[src/rtl/fsm1s_rle_encoder.sv]
// Run-length encoder for a 1-bit FSM output stream: closes runs into (level, length)
// records and queues them in a small FIFO behind a valid/ready handshake.
module fsm1s_rle_encoder #(
  parameter int unsigned LEN_W      = 8,
  parameter int unsigned FIFO_DEPTH = 4
) (
  input  logic                          clk,
  input  logic                          reset,
  input  logic                          bit_in,
  input  logic                          bit_valid,
  input  logic                          flush,
  output logic                          rle_valid,
  input  logic                          rle_ready,
  output logic                          rle_level,
  output logic [LEN_W-1:0]              rle_len,
  output logic [$clog2(FIFO_DEPTH):0]   fifo_count,
  output logic                          overflow,
  output logic                          busy
);

  localparam int unsigned PtrW = $clog2(FIFO_DEPTH);
  localparam int unsigned CntW = PtrW + 1;
  localparam logic [LEN_W-1:0] MaxLen = '1;

  typedef enum logic [0:0] {StIdle, StRun} state_e;

  state_e           r_state, w_state_d;
  logic             r_cur_level, w_cur_level_d;
  logic [LEN_W-1:0] r_cur_len, w_cur_len_d;

  logic             w_emit;
  logic             w_emit_level;
  logic [LEN_W-1:0] w_emit_len;

  logic             r_mem_level [FIFO_DEPTH];
  logic [LEN_W-1:0] r_mem_len   [FIFO_DEPTH];
  logic [PtrW-1:0]  r_wr_ptr, r_rd_ptr, w_rd_next;
  logic [CntW-1:0]  r_count, w_count_d;
  logic             r_overflow;
  logic             r_head_level, w_head_level_d;
  logic [LEN_W-1:0] r_head_len, w_head_len_d;
  logic             w_full, w_pop, w_push;

  // Accumulator: flush wins over a same-cycle bit, which is then dropped.
  always_comb begin
    w_state_d     = r_state;
    w_cur_level_d = r_cur_level;
    w_cur_len_d   = r_cur_len;
    w_emit        = 1'b0;
    w_emit_level  = r_cur_level;
    w_emit_len    = r_cur_len;
    unique case (r_state)
      StIdle: begin
        if (!flush && bit_valid) begin
          w_cur_level_d = bit_in;
          w_cur_len_d   = LEN_W'(1);
          w_state_d     = StRun;
        end
      end
      StRun: begin
        if (flush) begin
          w_emit    = 1'b1;
          w_state_d = StIdle;
        end else if (bit_valid) begin
          if (bit_in == r_cur_level && r_cur_len != MaxLen) begin
            w_cur_len_d = r_cur_len + LEN_W'(1);
          end else begin
            // Level change or saturated run: close it and start a fresh length-1 run.
            w_emit        = 1'b1;
            w_cur_level_d = bit_in;
            w_cur_len_d   = LEN_W'(1);
          end
        end
      end
      default: w_state_d = StIdle;
    endcase
  end

  always_ff @(posedge clk or negedge reset) begin
    if (!reset) begin
      r_state     <= StIdle;
      r_cur_level <= 1'b0;
      r_cur_len   <= '0;
    end else begin
      r_state     <= w_state_d;
      r_cur_level <= w_cur_level_d;
      r_cur_len   <= w_cur_len_d;
    end
  end

  assign w_full    = (r_count == CntW'(FIFO_DEPTH));
  assign w_pop     = (r_count != '0) && rle_ready;
  assign w_push    = w_emit && (!w_full || w_pop);
  assign w_rd_next = r_rd_ptr + PtrW'(1);

  always_comb begin
    w_count_d = r_count;
    if (w_push && !w_pop) begin
      w_count_d = r_count + CntW'(1);
    end else if (w_pop && !w_push) begin
      w_count_d = r_count - CntW'(1);
    end
  end

  // Head registers track the slot that will be at the front after this edge.
  always_comb begin
    w_head_level_d = r_head_level;
    w_head_len_d   = r_head_len;
    if (w_pop) begin
      if (r_count > CntW'(1)) begin
        w_head_level_d = r_mem_level[w_rd_next];
        w_head_len_d   = r_mem_len[w_rd_next];
      end else if (w_push) begin
        w_head_level_d = w_emit_level;
        w_head_len_d   = w_emit_len;
      end
    end else if (r_count == '0 && w_push) begin
      w_head_level_d = w_emit_level;
      w_head_len_d   = w_emit_len;
    end
  end

  always_ff @(posedge clk or negedge reset) begin
    if (!reset) begin
      for (int i = 0; i < FIFO_DEPTH; i++) begin
        r_mem_level[i] <= 1'b0;
        r_mem_len[i]   <= '0;
      end
      r_wr_ptr     <= '0;
      r_rd_ptr     <= '0;
      r_count      <= '0;
      r_overflow   <= 1'b0;
      r_head_level <= 1'b0;
      r_head_len   <= '0;
    end else begin
      if (w_push) begin
        r_mem_level[r_wr_ptr] <= w_emit_level;
        r_mem_len[r_wr_ptr]   <= w_emit_len;
        r_wr_ptr              <= r_wr_ptr + PtrW'(1);
      end
      if (w_pop) begin
        r_rd_ptr <= w_rd_next;
      end
      if (w_emit && !w_push) begin
        r_overflow <= 1'b1;
      end
      r_count      <= w_count_d;
      r_head_level <= w_head_level_d;
      r_head_len   <= w_head_len_d;
    end
  end

  assign rle_valid  = (r_count != '0);
  assign rle_level  = r_head_level;
  assign rle_len    = r_head_len;
  assign fifo_count = r_count;
  assign overflow   = r_overflow;
  assign busy       = (r_state == StRun) || (r_count != '0);

endmodule
[config.mk]
export PLATFORM = sky130hd
export DESIGN_NAME = fsm1s_rle_encoder
export DESIGN_NICKNAME = d
export VERILOG_FILES = /design/src/rtl/fsm1s_rle_encoder.sv
export SDC_FILE = /design/constraint.sdc
export NUM_CORES = 1
export LEC_CHECK = 0
export CAP_MARGIN = 30
export CORE_MARGIN = 1.5
export CORE_UTILIZATION = 25
export CTS_CLUSTER_DIAMETER = 30
export DETAILED_ROUTE_END_ITERATION = 6
export SYNTH_ARGS = -nofsm -noshare
export SYNTH_HDL_FRONTEND = slang
export SYNTH_SLANG_ARGS = --single-unit
[constraint.sdc]
create_clock -name clk -period 4.5 [get_ports clk]
set_input_delay 0.45 -clock clk [delete_from_list [all_inputs] [get_ports clk]]
set_output_delay 0.45 -clock clk [all_outputs]
set_load 0.02 [all_outputs]
Word level (Yosys, flattened, before mapping)
Cells that the tools add are included.

word-level totals
  output and inout bits = 15
  word-level logic and storage cells = 98
  input port bits = 6
  flip-flop bits (word level) = 63

cells by class
  mux-type cells = 39
  equal/unequal tests = 8
  reductions and logical operators = 22
  bitwise operators = 3
  add/sub/neg operators = 5
  magnitude comparators = 4

operator list
  kind                 number
  $mux 8               11
  $bwmux 32            1
  $mux 1               17
  $bmux 8 s2           1
  $demux 8 s2          1
  $pmux 8 s2           1
  $logic_and 1x1->1    9
  $add 8x1->8 const B  1
  $ne 2x2->1 const B   4
  $ne 8x8->1 const B   1
  $ge 3x3->1 const B   2
  $mux 3               2
  $not 2->3            2
  $add 2x1->2 const B  2
  $bwmux 4             1
  $logic_not 1->1      4
  $pmux 1 s2           2
  $reduce_and 4->1     1
  $reduce_bool 2->1    2
  $add 3x1->3 const B  1
  $eq 3x3->1 const B   1
  $gt 3x1->1 const B   1
  $logic_not 3->1      1
  $lt 3x1->1 const B   1
  other kinds (10)     11

Logic depth before layout (Yosys ltp)
Gate-level depths: netlist (run 1).

  depth in word-level cells = 11
  depth in mapped cells = 11
  gate-level depth less buffers = 10

Least setup slack after synthesis (run 1)
OpenSTA, ideal clock, no wires.

  path kind = register to register
  from = register r_cur_len[1]
  to = register r_head_len[0], in the netlist rle_len[0]
  data arrival time = 2,692 ps
  stages on the path, launching flop included = 12
  required time = 4,375 ps
  clock period less this slack = 2,816 ps
  path slack = 1,684 ps
  buffers on the path = 1
  library setup time = 125 ps
  path through = dfrtp_1 > ha_1 > nand3_1 > nor4_2 > o311a_1 > buf_6 > inv_1 > ha_1 > and3b_1 > or3_1 > o22ai_2 > mux2_2

between the ends
  word-level cells in the longest chain between the ends = 10
  elaborated cells between the ends (all ways) = 11
  those cells by class = eq/ne (2); mux (4); reduce/logical (5)

ends and longest elaborated chain
  item                                 line  text
  start, declared                      29    logic [LEN_W-1:0] r_cur_len, w_cur_len_d;
  start signal, assigned               87    r_cur_len <= w_cur_len_d;
  $ne 8x8->1 *                         65    if (bit_in == r_cur_level && r_cur_len != MaxLen) begin
  $logic_and 1x1->1 *                  65
  $mux 1 *                             65
  $mux 1 *                             64    end else if (bit_valid) begin
  $mux 1 *                             61    if (flush) begin
  $mux 1 *                             52    unique case (r_state)
  $logic_and 1x1->1 *                  93    assign w_push = w_emit && (!w_full || w_pop);
  named net w_push                     42    logic w_full, w_pop, w_push;
  $logic_and 1x1->1                    117   end else if (r_count == '0 && w_push) begin
  $reduce_bool 2->1 (no source line)   n/a
  $reduce_and 2->1 (no source line) *  n/a
  end signal, assigned                 149   r_head_len <= w_head_len_d;
  end, declared                        41    logic [LEN_W-1:0] r_head_len, w_head_len_d;

Mark *: on every way through the listed nets, which the timed path passes. The rest lies on a longest branch.
A chain may end at the register's enable or synchronous reset.

Final worst setup path (run 1)
  from = register r_cur_len[0]
  to = register r_head_len[0], in the netlist rle_len[0]

between the ends
  word-level cells in the longest chain between the ends = 10
  elaborated cells between the ends (all ways) = 15
  those cells by class = eq/ne (2); mux (8); reduce/logical (5)

ends and longest elaborated chain
  item                                line
  $ne 8x8->1                          65
  $logic_and 1x1->1                   65
  $mux 1                              65
  $mux 1                              64
  $mux 1                              61
  $mux 1                              52
  $logic_and 1x1->1                   93
  $logic_and 1x1->1                   117
  $reduce_bool 2->1 (no source line)  n/a
  $reduce_and 2->1 (no source line)   n/a

Several ways; a longest one is shown, not always the timed one. The select of a mux whose other input is x is not followed.

==> results of run 1 <==
-- cells in the mapped netlist --
master / instances
a21oi_1: 2
a31oi_1: 2
a41o_1: 1
and2_1: 1
and2_4: 4
and3b_1: 1
buf_1: 1
buf_2: 5
buf_6: 5
clkbuf_1: 2
clkbuf_2: 1
dfrtp_1: 63
ha_1: 11
inv_1: 8
mux2_2: 18
mux2_4: 36
mux2i_1: 1
mux4_2: 9
nand2_1: 20
nand2b_1: 2
nand3_1: 4
nor2_1: 11
nor2b_1: 2
nor3_1: 1
nor4_2: 1
o21a_1: 1
o21ai_0: 12
o21bai_1: 1
o22ai_2: 1
o311a_1: 1
o311ai_1: 1
o31ai_1: 2
or2_2: 2
or3_1: 2
xnor2_1: 5
xor2_1: 2
-- worst min path at each step --
stage | end | slack (ps) | from | cells after the start
after floorplan | fifo_count[0] | 150 | reset | 0
after global placement | overflow | 470 | overflow | 1
after detailed placement | overflow | 470 | overflow | 1
after CTS | r_mem_len[3] | 340 | reset | 2
after global routing | r_mem_len[3] | 380 | reset | 2
final | r_mem_len[3] | 310 | reset | 2
-- placed cells by master (no fill, tap or decap) --
master and count:
and3b_1 1, o21bai_1 1, xnor2_1 5, nand2_1 20
o22ai_2 1, buf_4 1, nor2_1 11, o311a_1 1
mux2_2 18, mux2_4 36, a21oi_1 2, o311ai_1 1
ha_1 11, clkinvlp_4 3, clkinv_2 2, clkdlybuf4s50_1 19
or3_1 2, o31ai_1 2, nor3_1 1, nand3_1 4
nand2b_1 2, inv_1 8, o21a_1 1, o21ai_0 12
xor2_1 2, mux2i_1 1, nor4_2 1, and2_1 1
a41o_1 1, dfrtp_1 63, clkbuf_16 9, a31oi_1 2
nor2b_1 2, mux4_2 9, clkbuf_8 2, buf_2 1
or2_2 2, and2_4 4
-- cells by family (layout without fill, tap and decap cells) --
family                   after synthesis  after routing  share of synthesized area
buffers and inverters                 22             45                    0.03906
multiplexers                          64             64                     0.2926
adder cells (fa/ha/maj)               11             11                    0.04213
XOR/XNOR                               7              7                    0.01877
flip-flops                            63             63                     0.4826
AND/OR/NAND/NOR                       51             51                    0.07774
AO/OA/AOI/OAI                         24             24                    0.04711
-- area by class of cell --
type,count,area (µm²)
well taps,172,215.2
clock inverters,5,32.53
repair buffers,21,202.7
clock buffers,11,252.7
multi-input cells,157,1563
fillers,1268,8798
inverters,8,30.03
flip-flops and latches,63,1577
-- report_power, final --
part / internal (mW) / switching [mW] / total (mW) / leakage [nW]
Sequential: 0.671 / 0.137 / 0.808 / 0.827
Clock: 0.400 / 0.239 / 0.639 / 0.134
Combinational: 0.333 / 0.261 / 0.593 / 0.731
-- state kept, by name (all words and copies together), names as in the netlist --
| name | cells |
|---|---|
| r_cur_level | 1 |
| r_mem_level | 4 |
| r_rd_ptr | 2 |
| r_wr_ptr | 2 |
| rle_len | 8 |
| overflow | 1 |
| fifo_count | 3 |
| r_mem_len | 32 |
| r_cur_len | 8 |
| r_state | 1 |
| rle_level | 1 |
-- metrics by stage --
step,worst slack (ps),area (µm²)
2_1_floorplan,1684,3267
3_3_place_gp,956.2,3587
3_5_place_dp,881.5,3587
4_1_cts,1073,3872
5_1_grt,838.6,3872
6_report,1097,3872
-- per-layer routing --
layer  share of wire  track usage
met5               0            0
met4          0.0083      0.03472
met3           0.032      0.02772
met1            0.51       0.1458
met2            0.45       0.1518
==> flow_summary.json, run 1 <==
{
  "r2r_end": "rle_len[0]",
  "crit_top_cell": "ha_1",
  "routabilityCongestion": 0.7577,
  "power.density_mw_per_mm2": 526.7,
  "seq_area_frac_synth": 0.4826,
  "clk_latency_ps": 320,
  "h-tree-depth": 3,
  "die_w_um": 117.3,
  "cp_cell_sequence": "ha_1 > nand3_1 > nor4_2 > o311a_1 > inv_1 > ha_1 > and3b_1 > or3_1 > o22ai_2 > mux2_2",
  "syn-num-nets": 259,
  "cts-resized-gates": 0,
  "finalSetupViolCount": 0,
  "cts_buffer_depth": 2,
  "cp-start-kind": "flip-flop",
  "drv_cap": 0,
  "end_kind": "flip-flop",
  "root_buffer": "clkbuf_16",
  "area_growth_pct": 18.54,
  "holdCritPathClass": "in -> async",
  "vdd_drop_max_v": 0.0002896,
  "criticalPathCategory": "reg -> reg",
  "cts_buffers": 9,
  "pin_count": 21,
  "synth_area_leaders": "dfrtp_1 48%, mux2_4 17%, mux2_2 6.2%, mux4_2 6.2%, ha_1 4.2%",
  "synth.distinct_cells": 36,
  "grt_first_pass_wirelength_mm": 11.01,
  "grt_max_degree": 64,
  "yosysTopAreaCellShare": 0.4826,
  "grt_setup_unrepaired": "false",
  "finalCritPeriodShare": 0.7562,
  "power_mw": 2.040,
  "cts_setup_buffers": 0,
  "firstDrtPassIters": 4,
  "die_h_um": 117.3,
  "postSynthCellCount": 242,
  "port_buffers": 20,
  "crit_start": "r_cur_len[0]",
  "routed_wl_mm": 6.545,
  "fin_hold_ws_ps": 306.3,
  "layout_min_cycle_time_ps": 3403,
  "clock-sinks": 63,
  "clk_pin_slew_ps": 50,
  "r2r-start": "r_cur_len[0]",
  "routedWlPerCell_um": 14.98,
  "diodes": 0,
  "drc": 0,
  "max_stage_delay_ps": 520,
  "max_freq_mhz": 293.9,
  "dpl.hpwl_mm": 4.208,
  "final_nets": 277,
  "critPathRequiredTime_ps": 4700,
  "crit_slowest_cell": "dfrtp_1",
  "yosysWarnings": 0,
  "skew_ps": 3.769,
  "critPathArrivalTime_ps": 3610,
  "leakage_nw": 1.691,
  "viasPerCell": 4.252,
  "grtUsageTotal": 0.1031,
  "drv_slew": 0,
  "vias": 1858,
  "status": "completed",
  "r2r_setup_slack_ps": 1100,
  "final_util": 0.3056,
  "grt.overflow.total": 0,
  "fp.coreArea_mm2": 0.01267,
  "cp_num_buf_inv": 1,
  "cts_tree": "done",
  "tightest_slew_ps": 931.0,
  "post_synth.cell_area_avg_um2": 13.50,
  "path_depth": 10,
  "holdBufCountCts": 0,
  "crit_end": "rle_len[0]",
  "crit_family": "simple AND/OR/NAND/NOR gates",
  "grt_pass1_vias": 2001,
  "antenna_found_initial": 0,
  "ys_seq_elements": 63,
  "postRouteAntennaNets": 0,
  "synth_top_area_cell": "dfrtp_1",
  "hold_violations": 0,
  "drtIter0Drc": 103,
  "initial_core_util": 0.2578,
  "layout-drive-gt1-share": 0.3358,
  "fin_cells": 437,
  "synthesis.area_mm2": 0.003267,
  "fp-row-count": 41,
  "placed_cells_incl_taps": 421,
  "timing.setup.tns_ps": 0,
  "cp_max_fo": 10,
  "maxSlewHeadroom": 0.3695,
  "dieArea_mm2": 0.01376,
  "rr_worst_depth": 10
}
Power figures use the tool's default switching activity.
==> run 2: changes to the inputs <==
==> constraint.sdc (replaced) <==
create_clock -name clk -period 3.2 [get_ports clk]
set_input_delay 0.32 -clock clk [delete_from_list [all_inputs] [get_ports clk]]
set_output_delay 0.32 -clock clk [all_outputs]
set_load 0.02 [all_outputs]
==> run 2 against run 1 <==
Compared with the run above: the flow now finishes with violations (hold timing); register-to-register slack worse by 710 ps; sequential cell count did not move; die area did not move; utilization grew 0.51 points; combinational power grew 43%.
==> flow_summary.json, run 2 (synthesized netlist as in run 1, its figures left out) <==
{
  "area_growth_pct": 20.53,
  "holdCritPathClass": "in -> async",
  "max_stage_delay_ps": 490,
  "firstDrtPassIters": 4,
  "crit_start": "r_cur_len[1]",
  "grt_first_pass_wirelength_mm": 11.11,
  "clock-sinks": 63,
  "wl_met2_mm": 3.069,
  "leakage_nw": 1.739,
  "layout_min_cycle_time_ps": 2809,
  "cp-start-kind": "flip-flop",
  "grt_max_degree": 40,
  "final_common_cell": "dfrtp_1",
  "crit_family": "simple AND/OR/NAND/NOR gates",
  "fillers": 1263,
  "r2r_setup_slack_ps": 390,
  "layout_common_cells": "63 x dfrtp_1, 36 x mux2_4, 20 x nand2_1",
  "vdd_drop_max_v": 0.0003666,
  "r2r_end": "rle_len[0]",
  "max_freq_mhz": 356.0,
  "status": "finished with violations",
  "holdBufCountCts": 0,
  "hold_violations": 14,
  "critPathRequiredTime_ps": 3410,
  "finalCritPeriodShare": 0.8778,
  "diodes": 0,
  "final_util": 0.3108,
  "violations": "hold timing",
  "die_h_um": 117.3,
  "cp_max_fo": 9,
  "drv_cap": 0,
  "cts_buffers": 9,
  "final_nets": 285,
  "root_buffer": "clkbuf_16",
  "largest_register_ffs": 32,
  "crit_top_cell": "ha_1",
  "p_comb_frac": 0.290,
  "clk_pin_slew_ps": 50,
  "crit_end": "rle_len[0]",
  "fp-row-count": 41,
  "routedWlPerCell_um": 15.03,
  "h-tree-depth": 3,
  "wl_met1_mm": 3.333,
  "fp.coreArea_mm2": 0.01267,
  "power.density_mw_per_mm2": 742.5,
  "internal_power_mw": 2.023,
  "grtUsageTotal": 0.1039,
  "initial_core_util": 0.2578,
  "rr_worst_depth": 11,
  "layout-drive-gt1-share": 0.3516,
  "finalSetupViolCount": 0,
  "end_kind": "flip-flop",
  "dpl.hpwl_mm": 4.333,
  "clk_latency_ps": 320,
  "clkPwrFrac": 0.324,
  "skew_ps": 5.206,
  "viasPerCell": 4.344,
  "grt_setup_unrepaired": "false",
  "grt_pass1_vias": 2008,
  "maxSlewHeadroom": 0.5195,
  "grt.overflow.total": 0,
  "dieArea_mm2": 0.01376,
  "cp_cell_sequence": "ha_1 > nand3_1 > nor4_2 > o311a_1 > inv_1 > ha_1 > and3b_1 > or3_1 > o22ai_2 > buf_4 > mux2_2",
  "regMostFlops": "r_mem_len",
  "final_area_mm2": 0.003938,
  "p_sw_uw": 900.8,
  "vias": 1933,
  "seq_power_share": 0.386,
  "drv_slew": 0,
  "timing.setup.tns_ps": 0,
  "top_layer_used": "met4",
  "power_mw": 2.923,
  "die_w_um": 117.3,
  "drc": 0,
  "wl_met3_um": 191,
  "port_buffers": 20,
  "fin_hold_ws_ps": -11.95,
  "r2r-start": "r_cur_len[1]",
  "path_depth": 11,
  "crit_slowest_cell": "dfrtp_1",
  "cts_buffer_depth": 2,
  "routabilityCongestion": 0.7287,
  "cts_tree": "done",
  "tightest_slew_ps": 720.8,
  "drtIter0Drc": 75,
  "cp_num_buf_inv": 2,
  "antenna_found_initial": 0,
  "dpl-instance-area_mm2": 0.003647,
  "criticalPathCategory": "reg -> reg",
  "pin_count": 21,
  "switching_share": 0.3081,
  "routed_wl_mm": 6.687,
  "critPathArrivalTime_ps": 3020,
  "postRouteAntennaNets": 0,
  "cts_setup_buffers": 0,
  "cts-resized-gates": 0
}
run 2: metal layers:
| layer | GRT usage | up-vias |
|---|---|---|
| li1 | - | 903 |
| met1 | 0.1459 | 995 |
| met5 | 0 | - |
| met3 | 0.02578 | 8 |
| met4 | 0.03704 | 0 |
| met2 | 0.1548 | 27 |
run 2: power by group through the flow:
stage | sequential [mW] | combinational (mW) | clock [mW]
after CTS | 1.14 | 0.862 | 0.972
final | 1.13 | 0.848 | 0.946
after global routing | 1.16 | 0.923 | 1.00
after floorplan | 1.09 | 0.632 | 0
after detailed placement | 1.15 | 0.856 | 0
after global placement | 1.14 | 0.841 | 0
run 2: through the flow:
stage | hold WS, ps | cells | setup slack [ps]
after floorplan | 24.41 | 242 | 383.5
after global placement | 342.4 | 429 | 217.9
after CTS | 2.961 | 445 | 376.8
after global routing | 27.19 | 445 | 139.4
final | -11.95 | 445 | 391.0
after detailed placement | 349.2 | 429 | 182.8
run 2: worst min path at each step:
stage                      from             to  slack (ps)  cells after the start
after global placement    reset   r_mem_len[3]         340                      1
final                     reset   r_mem_len[3]         -10                      1
after global routing      reset   r_mem_len[3]          30                      1
after detailed placement  reset   r_mem_len[3]         350                      1
after floorplan           reset  fifo_count[0]          20                      0
after CTS                 reset   r_mem_len[3]           3                      1
run 2: cell type report:
type                            instances  area, µm²  area share
Inverter                                8      30.03    0.007626
Clock inverter                          6      61.31     0.01557
Timing Repair Buffer                   29      262.8     0.06673
Sequential cell                        63       1577      0.4004
Tap cell                              172      215.2     0.05466
Clock buffer                           10      229.0     0.05815
Multi-Input combinational cell        157       1563      0.3969
